===== src/rtl/alu_pkg.sv =====
// Shared definitions for the execute-stage ALU: datapath width, operation codes
// (also consumed by the ALU control decoder) and the execute FSM state type.
package alu_pkg;

    localparam int ALU_WIDTH = 32;

    localparam logic [3:0] ALU_AND = 4'b0000;
    localparam logic [3:0] ALU_OR  = 4'b0001;
    localparam logic [3:0] ALU_ADD = 4'b0010;
    localparam logic [3:0] ALU_MUL = 4'b0011;
    localparam logic [3:0] ALU_DIV = 4'b0100;
    localparam logic [3:0] ALU_SUB = 4'b0110;
    localparam logic [3:0] ALU_SLT = 4'b0111;
    localparam logic [3:0] ALU_NOR = 4'b1100;
    localparam logic [3:0] ALU_SLL = 4'b1110;
    localparam logic [3:0] ALU_SRL = 4'b1111;

    typedef enum logic [1:0] {
        ST_IDLE = 2'b00,
        ST_RUN  = 2'b01,
        ST_DONE = 2'b10
    } state_t;

    // Single-cycle result; codes without a single-cycle meaning yield zero.
    function automatic logic [ALU_WIDTH-1:0] alu_single(
        input logic [3:0]           op,
        input logic [ALU_WIDTH-1:0] a,
        input logic [ALU_WIDTH-1:0] b
    );
        logic [ALU_WIDTH-1:0] r;
        r = '0;
        case (op)
            ALU_AND: r = a & b;
            ALU_OR:  r = a | b;
            ALU_ADD: r = a + b;
            ALU_SUB: r = a - b;
            ALU_SLT: r = ($signed(a) < $signed(b)) ? {{(ALU_WIDTH-1){1'b0}}, 1'b1} : '0;
            ALU_NOR: r = ~(a | b);
            ALU_SLL: r = a << b[4:0];
            ALU_SRL: r = a >> b[4:0];
            default: r = '0;
        endcase
        return r;
    endfunction

endpackage


===== src/rtl/seq_muldiv.sv =====
// Iterative signed multiply (shift-add) and divide (restoring) on magnitudes,
// one bit per cycle for 32 cycles, with sign fix-up applied to the final step.
module seq_muldiv
    import alu_pkg::*;
#(
    parameter int WIDTH = ALU_WIDTH
) (
    input  logic             clk,
    input  logic             rst_n,
    input  logic             start,
    input  logic             op_div,
    input  logic [WIDTH-1:0] a,
    input  logic [WIDTH-1:0] b,
    output logic             done,
    output logic [WIDTH-1:0] res_lo,
    output logic [WIDTH-1:0] res_hi
);

    logic [WIDTH-1:0]   hi_r;
    logic [WIDTH-1:0]   lo_r;
    logic [WIDTH-1:0]   b_mag_r;
    logic [4:0]         cnt_r;
    logic               busy_r;
    logic               op_div_r;
    logic               neg_lo_r;
    logic               neg_hi_r;

    logic [WIDTH:0]     sum_s;
    logic [WIDTH:0]     trial_s;
    logic [WIDTH-1:0]   hi_n_s;
    logic [WIDTH-1:0]   lo_n_s;
    logic [2*WIDTH-1:0] prod_s;

    // One iteration step; hi/lo hold partial product or remainder/quotient.
    always_comb begin
        sum_s   = {1'b0, hi_r} + (lo_r[0] ? {1'b0, b_mag_r} : {(WIDTH+1){1'b0}});
        trial_s = {hi_r, lo_r[WIDTH-1]} - {1'b0, b_mag_r};
        hi_n_s  = '0;
        lo_n_s  = '0;
        if (op_div_r) begin
            if (!trial_s[WIDTH]) begin
                hi_n_s = trial_s[WIDTH-1:0];
                lo_n_s = {lo_r[WIDTH-2:0], 1'b1};
            end else begin
                hi_n_s = {hi_r[WIDTH-2:0], lo_r[WIDTH-1]};
                lo_n_s = {lo_r[WIDTH-2:0], 1'b0};
            end
        end else begin
            hi_n_s = sum_s[WIDTH:1];
            lo_n_s = {sum_s[0], lo_r[WIDTH-1:1]};
        end
    end

    // Sign fix-up: quotient/product negated on sign mismatch, remainder follows dividend.
    always_comb begin
        prod_s = {hi_n_s, lo_n_s};
        res_lo = '0;
        res_hi = '0;
        if (op_div_r) begin
            res_lo = neg_lo_r ? -lo_n_s : lo_n_s;
            res_hi = neg_hi_r ? -hi_n_s : hi_n_s;
        end else begin
            {res_hi, res_lo} = neg_lo_r ? -prod_s : prod_s;
        end
        done = busy_r && (cnt_r == 5'd31);
    end

    // Operand capture on start, then 32 iteration steps.
    always_ff @(posedge clk) begin
        if (!rst_n) begin
            hi_r     <= '0;
            lo_r     <= '0;
            b_mag_r  <= '0;
            cnt_r    <= 5'd0;
            busy_r   <= 1'b0;
            op_div_r <= 1'b0;
            neg_lo_r <= 1'b0;
            neg_hi_r <= 1'b0;
        end else if (start) begin
            hi_r     <= '0;
            lo_r     <= a[WIDTH-1] ? -a : a;
            b_mag_r  <= b[WIDTH-1] ? -b : b;
            cnt_r    <= 5'd0;
            busy_r   <= 1'b1;
            op_div_r <= op_div;
            neg_lo_r <= a[WIDTH-1] ^ b[WIDTH-1];
            neg_hi_r <= a[WIDTH-1];
        end else if (busy_r) begin
            hi_r   <= hi_n_s;
            lo_r   <= lo_n_s;
            cnt_r  <= cnt_r + 5'd1;
            busy_r <= (cnt_r != 5'd31);
        end else begin
            cnt_r <= cnt_r;
        end
    end

endmodule


===== src/rtl/alu_exec.sv =====
// Execute-stage ALU: single-cycle operations complete the cycle after acceptance,
// mul/div run through seq_muldiv; results are held until the next completion.
module alu_exec
    import alu_pkg::*;
#(
    parameter int WIDTH = ALU_WIDTH
) (
    input  logic             clk,
    input  logic             rst_n,
    input  logic             start,
    input  logic [3:0]       alu_control,
    input  logic [WIDTH-1:0] src_a,
    input  logic [WIDTH-1:0] src_b,
    output logic [WIDTH-1:0] result_lo,
    output logic [WIDTH-1:0] result_hi,
    output logic             zero,
    output logic             busy,
    output logic             done,
    output logic             div_by_zero
);

    state_t           state_r;
    logic [WIDTH-1:0] result_lo_r;
    logic [WIDTH-1:0] result_hi_r;
    logic             zero_r;
    logic             busy_r;
    logic             done_r;
    logic             div_by_zero_r;

    logic             accept_s;
    logic             is_div_s;
    logic             mdu_start_s;
    logic [WIDTH-1:0] single_lo_s;
    logic             mdu_done_s;
    logic [WIDTH-1:0] mdu_lo_s;
    logic [WIDTH-1:0] mdu_hi_s;

    // Acceptance and dispatch: divide by zero is finished here in one cycle.
    always_comb begin
        accept_s    = start && (state_r != ST_RUN);
        is_div_s    = (alu_control == ALU_DIV);
        mdu_start_s = accept_s && ((alu_control == ALU_MUL) ||
                                   (is_div_s && (src_b != '0)));
        single_lo_s = alu_single(alu_control, src_a, src_b);
    end

    seq_muldiv #(.WIDTH(WIDTH)) u_muldiv (
        .clk    (clk),
        .rst_n  (rst_n),
        .start  (mdu_start_s),
        .op_div (is_div_s),
        .a      (src_a),
        .b      (src_b),
        .done   (mdu_done_s),
        .res_lo (mdu_lo_s),
        .res_hi (mdu_hi_s)
    );

    // Execute FSM with result registers written only on completion.
    always_ff @(posedge clk) begin
        if (!rst_n) begin
            state_r       <= ST_IDLE;
            result_lo_r   <= '0;
            result_hi_r   <= '0;
            zero_r        <= 1'b0;
            busy_r        <= 1'b0;
            done_r        <= 1'b0;
            div_by_zero_r <= 1'b0;
        end else begin
            case (state_r)
                ST_IDLE, ST_DONE: begin
                    if (accept_s && mdu_start_s) begin
                        state_r <= ST_RUN;
                        busy_r  <= 1'b1;
                        done_r  <= 1'b0;
                    end else if (accept_s) begin
                        state_r <= ST_DONE;
                        busy_r  <= 1'b0;
                        done_r  <= 1'b1;
                        if (is_div_s) begin
                            result_lo_r   <= '1;
                            result_hi_r   <= src_a;
                            zero_r        <= 1'b0;
                            div_by_zero_r <= 1'b1;
                        end else begin
                            result_lo_r   <= single_lo_s;
                            result_hi_r   <= '0;
                            zero_r        <= (single_lo_s == '0);
                            div_by_zero_r <= 1'b0;
                        end
                    end else begin
                        state_r <= ST_IDLE;
                        busy_r  <= 1'b0;
                        done_r  <= 1'b0;
                    end
                end
                ST_RUN: begin
                    if (mdu_done_s) begin
                        state_r       <= ST_DONE;
                        busy_r        <= 1'b0;
                        done_r        <= 1'b1;
                        result_lo_r   <= mdu_lo_s;
                        result_hi_r   <= mdu_hi_s;
                        zero_r        <= (mdu_lo_s == '0);
                        div_by_zero_r <= 1'b0;
                    end else begin
                        state_r <= ST_RUN;
                        busy_r  <= 1'b1;
                        done_r  <= 1'b0;
                    end
                end
                default: begin
                    state_r <= ST_IDLE;
                    busy_r  <= 1'b0;
                    done_r  <= 1'b0;
                end
            endcase
        end
    end

    assign result_lo   = result_lo_r;
    assign result_hi   = result_hi_r;
    assign zero        = zero_r;
    assign busy        = busy_r;
    assign done        = done_r;
    assign div_by_zero = div_by_zero_r;

endmodule


===== config.mk =====
export PLATFORM = sky130hd
export DESIGN_NAME = alu_exec
export DESIGN_NICKNAME = d
export VERILOG_FILES = /design/src/rtl/alu_pkg.sv /design/src/rtl/seq_muldiv.sv /design/src/rtl/alu_exec.sv
export SDC_FILE = /design/constraint.sdc
export NUM_CORES = 1
export LEC_CHECK = 0
export ABC_AREA = 1
export CELL_PAD_IN_SITES_DETAIL_PLACEMENT = 1
export CELL_PAD_IN_SITES_GLOBAL_PLACEMENT = 2
export CORE_MARGIN = 2
export CORE_UTILIZATION = 30
export CTS_BUF_LIST = sky130_fd_sc_hd__clkbuf_4
export DETAILED_ROUTE_END_ITERATION = 7
export PLACE_DENSITY_LB_ADDON = 0.25
export SETUP_SLACK_MARGIN = 0.05
export SLEW_MARGIN = 20
export SYNTH_ARGS = -nofsm -noshare
export SYNTH_HDL_FRONTEND = slang
export SYNTH_SLANG_ARGS = --single-unit

===== constraint.sdc =====
create_clock -name clk -period 3.9 [get_ports clk]
set_input_delay 0.78 -clock clk [delete_from_list [all_inputs] [get_ports clk]]
set_output_delay 0.78 -clock clk [all_outputs]
set_load 0.03 [all_outputs]

==> flow_metrics.env, run 1 <==
export IMPL_grt_overflow_total=0
export IMPL_cts_hold_buffers_added=0
export IMPL_relSlewSlack=0.395
export IMPL_leakagePower_nw=17.3
export IMPL_grt_pass1_wl_um=229000
export IMPL_cts_buffers=17
export IMPL_cts_tree="done"
export IMPL_p_total_mw=8.56
export IMPL_syn_num_nets=4758
export IMPL_placementRows=106
export IMPL_critPathCaptureType="flip-flop"
export IMPL_htreeDepth=4
export IMPL_die_w_um=294
export IMPL_critPathKind="flip-flop to flip-flop"
export IMPL_grt_usage=0.364
export IMPL_skew_ps=55.1
export IMPL_routed_wl_um=160000
export IMPL_finalCriticalPeriod_ps=3760
export IMPL_wl_per_cell_um=24.9
export IMPL_layout_commonest_cell="nand2_1"
export IMPL_num_vias=34100
export IMPL_drtAntennaViolNets=0
export IMPL_drv_slew=0
export IMPL_dieHeight_um=294
export IMPL_insertion_delay_ps=810
export IMPL_place_gp_congestion=1.02
export IMPL_place_hpwl_um=137000
export IMPL_vias_per_cell=5.31
export IMPL_synth_distinct_cells=61
export IMPL_hold_path_class="flip-flop to flip-flop"
export IMPL_first_pass_iters=6
export IMPL_coreArea_mm2=0.0834
export IMPL_crit_chain="ha_2 -> nand2_2 -> inv_2 -> a21oi_2 -> nand2_1 -> a21oi_4 -> nand2_2 -> nand2_4 -> nand2_8 -> nand3_1 -> inv_1 -> nor2_2 -> buf_4 -> ha_4 -> nand3_4 -> nor2_4 -> nor2_1 -> nor2_2 -> buf_4 -> buf_4 -> nor2_1 -> nand2_1 -> nand3_1 -> a31oi_1"
export IMPL_syn_to_final_growth_pct=36.9
export IMPL_drc=0
export IMPL_timing_final_crit_share=0.964
export IMPL_synth_flop_cell="dfxtp_1"
export IMPL_port_buffers=138
export IMPL_grt_pass1_vias=34300
export IMPL_synthArstFlopShare=0
export IMPL_hold_viol_final=0
export IMPL_synth_area_per_cell_um2=5.58
export IMPL_grt_start_max_net_pins=78
export IMPL_root_buffer="clkbuf_4"
export IMPL_initial_utilization=0.302
export IMPL_finalSetupTns_ps=0
export IMPL_io_pins=139
export IMPL_cts_sinks=173
export IMPL_clk_pin_slew_ps=200
export IMPL_drt_iter0_drc=2301
export IMPL_p_per_area_mw_per_mm2=248
export IMPL_layout_drive_gt1_share=0.219
export IMPL_ys_warn_count=0
export IMPL_critPathBufInv=5
export IMPL_die_area_mm2=0.0863
export IMPL_antenna_found_initial=6
export IMPL_crit_top_cell="buf_4"
export IMPL_cp_top_family="simple AND/OR/NAND/NOR gates"
export IMPL_fill_cells=11400
export IMPL_fmax_mhz=266
export IMPL_syn_inst=4517
export IMPL_ys_seq_area_frac=0.137
export IMPL_critical_path_arrival_ps=4480
export IMPL_syn_cell_area_mm2=0.0252
export IMPL_maxCapViolCount=0
export IMPL_nets=5559
export IMPL_cp_slowest_cell="dfxtp_2"
export IMPL_irDropWorstVdd_mv=0.207
export IMPL_synth_edf_count=0
export IMPL_cp_max_fo=8
export IMPL_status="finished, final reports clean"
export IMPL_ctsLongestPathBuffers=2
export IMPL_finalSetupViolCount=0
export IMPL_worst_slew_pin_slew_ps=908
export IMPL_final_cell_mix="nand2_1 (1207), buf_4 (803), inv_1 (570), nor2_1 (434), o21ai_0 (389)"
export IMPL_cp_required_ps=4620
export IMPL_slowest_delay_ps=480
export IMPL_ys_ff_latch=173
export IMPL_final_util=0.413
export IMPL_startpoint_type="flip-flop"
synth_stat cells (all sizes together), types with 40 or more instances:
cell    number  area share
nand2     1251        0.19
inv        607       0.090
nor2       498       0.080
o21ai      421       0.084
a21oi      374       0.075
nand3      342       0.077
dfxtp      173        0.14
ha         166       0.082
clkbuf     111       0.017
xor2        89       0.031
buf         70       0.015
o211ai      55       0.016
nor3        54       0.012
nand4       40       0.010
worst min-delay path, cell delays in order (launching register included):
cell and delay, ps:
dfxtp_1 350, nand2_1 60, a21oi_1 50
registers in the layout (all words and copies together), names as in the netlist:
register	flops
u_muldiv.neg_hi_r	1
result_hi	32
div_by_zero	1
result_lo	32
u_muldiv.op_div_r	1
u_muldiv.neg_lo_r	1
state_r	2
u_muldiv.b_mag_r	32
u_muldiv.cnt_r	5
u_muldiv.lo_r	32
u_muldiv.busy_r	1
u_muldiv.hi_r	32
zero	1
where the power goes:
| group | total (mW) | internal, mW | switching [mW] |
|---|---|---|---|
| clock network | 1.24 | 0.350 | 0.890 |
| logic | 5.38 | 2.01 | 3.37 |
| registers | 1.94 | 1.85 | 0.0899 |
| total | 8.56 | 4.21 | 4.35 |
logic make-up after synthesis:
| family | count (synthesis) | synth area share |
|---|---|---|
| AO/OA/AOI/OAI | 1017 | 0.225 |
| AND/OR/NAND/NOR | 2243 | 0.386 |
| XOR/XNOR | 97 | 0.0337 |
| flip-flops | 173 | 0.137 |
| multiplexers | 25 | 0.00993 |
| adder cells (fa/ha/maj) | 170 | 0.0856 |
| buffers and inverters | 792 | 0.123 |
through the flow:
stage	instance area [µm²]	std cells	setup WS, ps	hold WS, ps
final	34500	6416	140	478
after global routing	34500	6415	-9.83	435
after CTS	33800	6401	58.9	413
after detailed placement	33400	6368	-576	458
after global placement	33400	6368	-551	449
after floorplan	25200	4517	130	444
path summary, 6_finish.rpt:
| kind | cells after the start | end | slack, ps | start |
|---|---|---|---|---|
| max | 24 | result_hi[6] | 140 | u_muldiv.hi_r[22] |
| min | 2 | u_muldiv.lo_r[4] | 480 | u_muldiv.lo_r[4] |
| min reg2reg | 2 | u_muldiv.lo_r[4] | 480 | u_muldiv.lo_r[4] |
| max reg2reg | 24 | result_hi[6] | 140 | u_muldiv.hi_r[22] |
metal layers:
layer | vias to the layer above | share of wire | global-route usage | routed length, µm
met5 | - | 0.000075 | 0 | 12
li1 | 16400 | - | - | -
met4 | 2 | 0.083 | 0.258 | 13200
met2 | 969 | 0.46 | 0.606 | 73400
met1 | 16400 | 0.42 | 0.443 | 66500
met3 | 294 | 0.042 | 0.0321 | 6640
area by class of cell:
| class | instances | area (µm²) | area share |
|---|---|---|---|
| timing repair buffer | 963 | 7810 | 0.227 |
| inverter | 611 | 2290 | 0.0665 |
| sequential | 173 | 3490 | 0.101 |
| antenna | 5 | 12.5 | 0.000363 |
| clock buffer | 17 | 128 | 0.00370 |
| clock inverter | 15 | 173 | 0.00501 |
| multi-input combinational | 3552 | 19200 | 0.558 |
| tap | 1080 | 1350 | 0.0392 |
what timing repair did:
| item | CTS | global route |
|---|---|---|
| resized for setup | 20 | 139 |
| pin swaps | 1 | 17 |
| setup endpoints to repair | 16 | 31 |
| buffers inserted | 1 | 10 |
No activity file was read; power rests on OpenSTA's default activity.
==> inputs of run 2 (changes only) <==
Settings changed: SLEW_MARGIN 20 to 5.
==> results of run 2 <==
No change in the layout: final DEF, timing and power equal those of run 1.
